$ cat config.mk
export PLATFORM = sky130hd
export DESIGN_NAME = upd1771c_cmd_feeder
export DESIGN_NICKNAME = d
export VERILOG_FILES = /design/src/rtl/upd1771c_feed_pkg.sv /design/src/rtl/upd1771c_feed_fifo.sv /design/src/rtl/upd1771c_cmd_feeder.sv
export SDC_FILE = /design/constraint.sdc
export NUM_CORES = 1
export LEC_CHECK = 0
export ABC_CLOCK_PERIOD_IN_PS = 3000
export BUFFER_PORTS_ARGS = -buffer_cell sky130_fd_sc_hd__buf_2
export CELL_PAD_IN_SITES_DETAIL_PLACEMENT = 1
export CELL_PAD_IN_SITES_GLOBAL_PLACEMENT = 1
export CORE_ASPECT_RATIO = 0.7
export CORE_UTILIZATION = 30
export DETAILED_ROUTE_END_ITERATION = 12
export GPL_TIMING_DRIVEN = 0
export HOLD_SLACK_MARGIN = 0.02
export PLACE_DENSITY_LB_ADDON = 0.12
export SLEW_MARGIN = 25
export SYNTH_ARGS = -nofsm -noshare
export SYNTH_HDL_FRONTEND = slang
export SYNTH_HIERARCHICAL = 1
export SYNTH_SLANG_ARGS = --single-unit
$ cat constraint.sdc
create_clock -name CLK -period 3 [get_ports CLK]
set_input_delay 0.75 -clock CLK [delete_from_list [all_inputs] [get_ports CLK]]
set_output_delay 0.75 -clock CLK [all_outputs]
set_load 0.05 [all_outputs]
$ cat src/rtl/upd1771c_feed_pkg.sv
// upd1771c_feed_pkg: sequencer state encoding and hold/gap counter sizing
package upd1771c_feed_pkg;

    typedef enum logic [1:0] {IDLE, ALIGN, HOLD, GAP} state_e;

    function automatic int cnt_w(input int h, input int g, input int p);
        int m;
        m = (h > g) ? h : g;
        m = (m > p) ? m : p;
        return (m > 1) ? $clog2(m) : 1;
    endfunction

endpackage

$ cat src/rtl/upd1771c_feed_fifo.sv
// upd1771c_feed_fifo: synchronous FIFO with a registered occupancy count
module upd1771c_feed_fifo #(
    parameter int W     = 9,
    parameter int DEPTH = 16,
    localparam int AW   = $clog2(DEPTH),
    localparam int LW   = $clog2(DEPTH + 1)
) (
    input  logic          clk,
    input  logic          rst,
    input  logic          push,
    input  logic          pop,
    input  logic [W-1:0]  din,
    output logic [W-1:0]  dout,
    output logic [LW-1:0] level,
    output logic          full,
    output logic          empty
);

    logic [W-1:0]  mem_q [DEPTH];
    logic [AW-1:0] wr_q, wr_d, rd_q, rd_d;
    logic [LW-1:0] level_q, level_d;

    always_comb begin
        wr_d    = push ? wr_q + 1'b1 : wr_q;
        rd_d    = pop ? rd_q + 1'b1 : rd_q;
        level_d = level_q + LW'(push) - LW'(pop);
    end

    always_ff @(posedge clk) begin
        if (rst) begin
            wr_q    <= '0;
            rd_q    <= '0;
            level_q <= '0;
        end else begin
            wr_q    <= wr_d;
            rd_q    <= rd_d;
            level_q <= level_d;
        end
    end

    always_ff @(posedge clk) begin
        if (push) mem_q[wr_q] <= din;
    end

    assign dout  = mem_q[rd_q];
    assign level = level_q;
    assign full  = level_q == LW'(DEPTH);
    assign empty = level_q == '0;

endmodule

$ cat src/rtl/upd1771c_cmd_feeder.sv
// upd1771c_cmd_feeder: FIFO-buffered, PHI2-aligned command byte sequencer for the uPD1771C PA port
module upd1771c_cmd_feeder
    import upd1771c_feed_pkg::*;
#(
    parameter int            DW          = 8,
    parameter int            DEPTH       = 16,
    parameter int            HOLD_CYC    = 8,
    parameter int            GAP_CYC     = 72,
    parameter int            PKT_GAP_CYC = 256,
    parameter logic [DW-1:0] IDLE_VAL    = '0,
    parameter bit            RETURN_IDLE = 1'b0,
    localparam int           LW          = $clog2(DEPTH + 1)
) (
    input  logic          CLK,
    input  logic          RES,
    input  logic          CKEN,
    input  logic          PHI2,
    input  logic          WR_VALID,
    input  logic [DW-1:0] WR_DATA,
    input  logic          WR_LAST,
    output logic          WR_READY,
    output logic [DW-1:0] PA_O,
    output logic          PA_STB,
    output logic          BUSY,
    output logic [LW-1:0] LEVEL,
    output logic          OVF,
    input  logic          CLR_OVF
);

    localparam int CW = cnt_w(HOLD_CYC, GAP_CYC, PKT_GAP_CYC);

    if (DEPTH < 2 || (DEPTH & (DEPTH - 1)) != 0) begin : g_bad_depth
        $error("DEPTH must be a power of 2 and at least 2");
    end
    if (HOLD_CYC == 0 || GAP_CYC == 0 || PKT_GAP_CYC == 0) begin : g_bad_cyc
        $error("HOLD_CYC, GAP_CYC and PKT_GAP_CYC must be non-zero");
    end

    state_e        state_q, state_d;
    logic [CW-1:0] cnt_q, cnt_d;
    logic [DW-1:0] pa_q, pa_d;
    logic          last_q, last_d, stb_q, stb_d, ovf_q, ovf_d;
    logic [DW:0]   head;
    logic          push, pop, full, empty;

    assign push = WR_VALID & ~full;

    upd1771c_feed_fifo #(.W(DW + 1), .DEPTH(DEPTH)) u_fifo (
        .clk   (CLK),
        .rst   (RES),
        .push  (push),
        .pop   (pop),
        .din   ({WR_LAST, WR_DATA}),
        .dout  (head),
        .level (LEVEL),
        .full  (full),
        .empty (empty)
    );

    always_comb begin
        state_d = state_q;
        cnt_d   = cnt_q;
        pa_d    = pa_q;
        last_d  = last_q;
        stb_d   = stb_q;
        pop     = 1'b0;
        ovf_d   = (WR_VALID & full) | (ovf_q & ~CLR_OVF);
        case (state_q)
            IDLE: state_d = empty ? IDLE : ALIGN;
            ALIGN: if (PHI2 && CKEN && !empty) begin
                pop            = 1'b1;
                state_d        = HOLD;
                cnt_d          = CW'(HOLD_CYC - 1);
                {last_d, pa_d} = head;
                stb_d          = 1'b1;
            end
            HOLD: if (CKEN) begin
                if (cnt_q == '0) begin
                    state_d = GAP;
                    stb_d   = 1'b0;
                    cnt_d   = last_q ? CW'(PKT_GAP_CYC - 1) : CW'(GAP_CYC - 1);
                    pa_d    = RETURN_IDLE ? IDLE_VAL : pa_q;
                end else begin
                    cnt_d = cnt_q - 1'b1;
                end
            end
            GAP: if (CKEN) begin
                if (cnt_q == '0) state_d = empty ? IDLE : ALIGN;
                else cnt_d = cnt_q - 1'b1;
            end
            default: state_d = IDLE;
        endcase
    end

    always_ff @(posedge CLK) begin
        if (RES) begin
            state_q <= IDLE;
            cnt_q   <= '0;
            pa_q    <= IDLE_VAL;
            last_q  <= 1'b0;
            stb_q   <= 1'b0;
            ovf_q   <= 1'b0;
        end else begin
            state_q <= state_d;
            cnt_q   <= cnt_d;
            pa_q    <= pa_d;
            last_q  <= last_d;
            stb_q   <= stb_d;
            ovf_q   <= ovf_d;
        end
    end

    assign WR_READY = ~full;
    assign PA_O     = pa_q;
    assign PA_STB   = stb_q;
    assign OVF      = ovf_q;
    assign BUSY     = (state_q != IDLE) | ~empty;

endmodule

==> results.ini, run 1 <==
[status]
status = complete, no violations

[grt]
grt.overflow.total = 0
grtUsageTotal_pct = 15.0
grt_antenna_before_repair = 0
grt_max_degree = 17
grt_pass1_wl_microns = 27400
grt_pass1_vias = 4338

[clock_tree]
clock_latency_ps = 430
clock_sinks = 182
htreeDepth = 4
root_buffer = clkbuf_16
cts_buffers = 17
clkTransAtPathRegs_ps = 70
cts_max_path_buffers = 2
cts_tree = built

[cells_and_area]
diodes = 0
layout-drive-gt1-share_pct = 19.6
synthToLayoutAreaGrowth_pct = 15.4
fin_nets = 551

[sta]
maxSlewViolCount = 0
finalSetupViolCount = 0
rsz0062_at_grt = false
finalCritPeriodShare_pct = 92.9
period_needed_ps = 2790
max_freq_ghz = 0.359
hold_viol = 0
hold_ws_ps = 461
worstMarginPinSlew_ps = 769
fin_skew_ps = 11.8
relSlewSlack_pct = 48.7

[pwr]
leakagePower_uw = 0.00293
power_density_mw_per_mm2 = 772
fin_total_pwr_uw = 6710
ir_worst_vdd_v = 0.000391

[worst_setup_path]
required_ps = 3060
crit_fanout = 9
crit_path_start_kind = flip-flop
endpoint_kind = flip-flop
crit_type = reg -> reg
crit_arrival_ps = 2850

[yosys]
syn_nets = 499
synth_top_area_share_pct = 57.5
yosys_warnings = 6
synthCells = 466
yosys-top-cells-area = edfxtp_1 (57%), dfxtp_1 (10%), mux4_2 (6.3%)
synth_cell_type_count = 54
syn_area_per_cell_sq_um = 16.1
ys_seq_elements = 182
synth_ff_type = edfxtp_1
ys_seq_area_share_pct = 67.6
synth_edf_count = 144
synth_area_sq_mm = 0.00752
synthArstFlopShare_pct = 0
yosys.area.top_type = edfxtp_1

[floorplan]
core_area_sq_mm = 0.0246
die_y_microns = 135
num_io_pins = 32
initial_core_util_pct = 30.6
rows = 48
design.die.area_sq_mm = 0.0257
die_w_microns = 191

[routing]
via_per_inst = 4.88
dr.pass1.iters = 4
routed_wl_microns = 18200
vias = 4174
routedWlPerCell_microns = 21.2
post-route-drc-count = 0
drt_iter0_drc = 256
antenna_left = 0

[placement]
hpwl_microns = 12600
gp_congestion = 0.835
io_buffers = 31

[worst_hold_path]
hold_class = reg -> reg

[flow_run]
drv_cap = 0

==> timing repair <==
item                                    CTS  global route
gates resized for setup                   3             5
pin swaps                                 1             0
hold buffers                              0             0
setup buffers                             2             0
endpoints found under the setup margin    4             1
==> sequential cells by signal, indices dropped and copies added, names as in the netlist, named ones only <==
register and count:
u_fifo/mem_q 144, PA_O 8, cnt_q 8, u_fifo/level 5, u_fifo/rd_q 4, u_fifo/wr_q 4, state_q 2, OVF 1
PA_STB 1, last_q 1
==> final cells by class <==
type	count	area, sq um
flip-flops and latches	182	5090
clock inverters	8	76.3
repair buffers	33	170
well taps	325	407
fillers	2520	15900
plain buffers	17	140
inverters	19	71.3
multi-input cells	248	2270
clock buffers	24	462
==> worst max-delay path: stages, from the launching register on <==
cell	delay [ps]
dfxtp_4	360
inv_1	60
ha_2	190
and4_1	200
nor2b_1	280
clkbuf_1	370
nand2_1	90
nor2_1	320
and2_1	540
==> final timing paths <==
path                                       from                  to  slack, ps  cells after the start
worst max-delay path            u_fifo/level[2]  u_fifo/mem_q[4][3]        210                      8
worst min-delay path                    PA_O[0]             PA_O[0]        460                      2
worst max register to register  u_fifo/level[2]  u_fifo/mem_q[4][3]        210                      8
worst min register to register          PA_O[0]             PA_O[0]        460                      2
==> synth_stat cells, types with 2 or more instances <==
cell type,instances
nand2_1,40
o22ai_1,2
clkbuf_1,6
nor2_1,26
nand2b_1,3
a21oi_1,19
buf_2,2
xor2_1,5
nand4_1,2
nor3_1,3
a211oi_1,3
ha_1,17
edfxtp_1,144
nor3b_1,3
a22oi_1,20
dfxtp_1,38
nand3_1,3
nor4_1,2
o21ai_0,8
nor2b_1,7
buf_6,3
mux4_1,15
xnor2_1,3
inv_1,19
or4_1,2
buf_4,2
and2_1,18
mux2i_1,5
mux4_2,21
==> logic make-up (layout without fill, tap and decap cells) <==
family | after synthesis | after routing | synth area share (%)
muxes | 41 | 41 | 12.2
buffers and inverters | 36 | 101 | 2.71
adders and majority gates | 18 | 18 | 3.09
DFF | 182 | 182 | 67.6
AOI/OAI and AO/OA | 62 | 62 | 5.47
and+or+nand+nor | 119 | 119 | 8.03
xor gates and xnor gates | 8 | 8 | 0.931
==> power by group <==
group / switching, uW / internal (uW) / leakage [uW]
Sequential: 127 / 2890 / 0.00161
Clock: 904 / 1160 / 0.000264
Combinational: 1010 / 608 / 0.00106
==> layout by cell type, fill, tap and decap left out, types with 3 or more instances in the layout <==
cell type,netlist,layout
nor2_1,26,26
nor2b_1,7,5
clkbuf_1,6,11
inv_1,19,19
edfxtp_1,144,144
nor3b_1,3,3
a21oi_1,19,19
xor2_1,5,5
nand2_1,40,40
ha_1,17,16
clkinv_4,0,3
buf_4,2,4
o21ai_0,8,8
buf_6,3,4
mux4_1,15,15
and2_1,18,18
mux2i_1,5,5
nand2b_1,3,3
buf_2,2,33
mux4_2,21,21
dfxtp_1,38,36
a211oi_1,3,3
clkbuf_16,0,17
nor3_1,3,3
a22oi_1,20,20
xnor2_1,3,3
==> layer usage <==
layer	GRT usage (%)	up-vias	wire length [microns]
met5	0	-	0
met4	5.47	0	240
met3	3.20	13	650
met2	22.5	62	8280
met1	21.4	2190	8980
li1	-	1909	-
==> metrics by stage <==
stage                     instances  setup TNS (ps)  area, sq um  util [%]  setup WS, ps
after floorplan                 466               0         7540         -          27.8
after global placement          822            -436         8110      32.9          -286
final                           856               0         8680      35.3           212
after CTS                       856               0         8670      35.2          23.0
after detailed placement        822            -644         8110      32.9          -372
after global routing            856               0         8680      35.3          20.1
(Power assumes the default switching activity.)
==> inputs of run 2 (changes only) <==
--- a/config.mk
+++ b/config.mk
@@ -7,12 +7,10 @@
 export LEC_CHECK = 0
 export ABC_CLOCK_PERIOD_IN_PS = 3000
 export BUFFER_PORTS_ARGS = -buffer_cell sky130_fd_sc_hd__buf_2
-export CELL_PAD_IN_SITES_DETAIL_PLACEMENT = 1
-export CELL_PAD_IN_SITES_GLOBAL_PLACEMENT = 1
 export CORE_ASPECT_RATIO = 0.7
-export CORE_UTILIZATION = 30
+export CORE_UTILIZATION = 55
 export DETAILED_ROUTE_END_ITERATION = 12
-export GPL_TIMING_DRIVEN = 0
+export GPL_TIMING_DRIVEN = 1
 export HOLD_SLACK_MARGIN = 0.02
 export PLACE_DENSITY_LB_ADDON = 0.12
 export SLEW_MARGIN = 25
==> run 2 against run 1 <==
  * Flip-flop and latch count is the same
  * Worst hold slack lost 8.2 ps
  * First-iteration DRC count grew 21%
  * Sequential power barely moved
  * Clock-buffer cell count fell by 7
  * Clock skew is 2.4 ps higher
  * Design area decreased by 2.9%
  * Core utilization rose by 28 points
==> results.ini, run 2 (synthesis gave the netlist of run 1 again) <==
[status]
status = complete, no violations

[routing]
dr.pass1.iters = 5
post-route-drc-count = 0
routedWlPerCell_microns = 20.9
routed_wl_microns = 14700
antenna_left = 0
vias = 4055
via_per_inst = 5.78
drt_iter0_drc = 310

[worst_setup_path]
rrSetupSlack_ps = 180
crit_path_start_kind = flip-flop
crit_type = reg -> reg
r2r_start = u_fifo/level[3]
path_common_cell = inv_1
cp_top_family = adder cells
worstPathBufferInverterCount = 4
crit_path_cell_trace = inv_1, ha_1, nor4b_2, nor2b_1, nand3_2, inv_1, ha_1, inv_1, ha_1, inv_1, fa_1, nor2b_1, o21bai_1, a21oi_1, nor3b_1
slowest_delay_ps = 380
rr_worst_depth = 15
cpMaxStageDelayCell = fa_1
crit_fanout = 3
r2r-end = u_fifo/level[4]
required_ps = 3280
crit_arrival_ps = 3100
endpoint_kind = flip-flop

[grt]
grt_max_degree = 37
grt_pass1_vias = 3900
grt.overflow.total = 0
grt_antenna_before_repair = 0
grt_pass1_wl_microns = 22700
grtUsageTotal_pct = 22.3

[pwr]
ir_worst_vdd_v = 0.000518
leakagePower_uw = 0.00289
power_density_mw_per_mm2 = 790

[floorplan]
die_w_microns = 142
core_area_sq_mm = 0.0133
num_io_pins = 32
design.die.area_sq_mm = 0.0142
die_y_microns = 99.9
initial_core_util_pct = 56.7
rows = 35

[cells_and_area]
fin_nets = 537
final_cell_mix = edfxtp_1 (144), nand2_1 (40), dfxtp_1 (35), buf_2 (31), nor2_1 (26)
fillCellCount = 954
synthToLayoutAreaGrowth_pct = 12.1
layout-drive-gt1-share_pct = 19.1
layout.cells.most_common = edfxtp_1
diodes = 0
final_cells = 702
stdcell_area_sq_mm = 0.00844
regMostFlops = u_fifo/mem_q
largest_register_ffs = 144

[clock_tree]
post_cts_resized = 0
clkTransAtPathRegs_ps = 80
cts_tree = built
cts_max_path_buffers = 2
root_buffer = clkbuf_16
clock_latency_ps = 420
postCtsSetupRepairBufs = 0
clock_sinks = 182
htreeDepth = 4
cts_buffers = 17
ctsHoldBuffers = 0

[sta]
finalCritPeriodShare_pct = 94.0
fin_skew_ps = 14.2
hold_viol = 0
finalSetupViolCount = 0
period_needed_ps = 2820
tns_ps = 0
max_freq_ghz = 0.355
maxSlewViolCount = 0
rsz0062_at_grt = false
worstMarginPinSlew_ps = 1000
relSlewSlack_pct = 32.9

[placement]
io_buffers = 31
place_inst = 670
hpwl_microns = 9570
gp_congestion = 0.871
place_area_sq_mm = 0.00785

[worst_hold_path]
min_path_cells = 2
min-delay-start = PA_O[0]
hold_class = reg -> reg
hold_end = PA_O[0]

[flow_run]
drv_cap = 0

[run 2: cell types whose count changed in the layout (fill, tap and decap cells not counted), sizes merged]
| cell | before | now |
|---|---|---|
| inv | 20 | 27 |
| clkinv | 6 | 5 |
| buf | 42 | 36 |
| clkbuf | 31 | 17 |
| clkinvlp | 0 | 1 |
| clkdlybuf4s25 | 1 | 0 |
[run 2: where the power goes]
| group | switching, uW | internal [uW] |
|---|---|---|
| logic | 920 | 560 |
| clock network | 991 | 1180 |
| registers | 121 | 2890 |
[run 2: how the worst max path moves through the flow]
stage / slack [ps] / endpoint / cells past startpoint / from
2_1_floorplan: 30 / u_fifo/level[4] / 16 / u_fifo/level[2]
3_3_place_gp: 300 / u_fifo/level[4] / 13 / PHI2
3_5_place_dp: 220 / u_fifo/level[4] / 15 / u_fifo/level[3]
4_1_cts: 200 / u_fifo/level[4] / 15 / u_fifo/level[3]
5_1_grt: 40 / u_fifo/level[4] / 15 / u_fifo/level[3]
6_report: 180 / u_fifo/level[4] / 15 / u_fifo/level[3]
[run 2: worst min-delay path: cells and delay by family (launching register included)]
kind	cells	cell delay [ps]
AOI/OAI and AO/OA	1	50
and+or+nand+nor	1	50
DFF	1	310
[run 2: area by class of cell]
| type | count | area [sq um] | area share, % |
|---|---|---|---|
| Tap cell | 185 | 231 | 2.74 |
| Timing Repair Buffer | 36 | 205 | 2.43 |
| Clock inverter | 15 | 161 | 1.91 |
| Clock buffer | 17 | 425 | 5.04 |
| Sequential cell | 182 | 5090 | 60.4 |
| Multi-Input combinational cell | 248 | 2250 | 26.6 |
| Inverter | 19 | 71.3 | 0.845 |
[run 2: layer usage]
| layer | GRT usage, % | wire length (microns) | up-vias |
|---|---|---|---|
| met5 | 0 | 0 | - |
| li1 | - | - | 1888 |
| met2 | 31.9 | 6430 | 91 |
| met3 | 5.25 | 713 | 6 |
| met1 | 35.0 | 7450 | 2070 |
| met4 | 4.55 | 69 | 0 |
[run 2: per-stage QoR]
step / total power (uW) / setup WS [ps] / util (%) / hold WS [ps]
3_5_place_dp: 4540 / 218 / 59.2 / 449
3_3_place_gp: 4500 / 304 / 59.2 / 441
5_1_grt: 6970 / 44.5 / 63.6 / 474
4_1_cts: 6710 / 200 / 63.6 / 458
2_1_floorplan: 4180 / 27.8 / - / 455
6_report: 6660 / 181 / 63.6 / 452
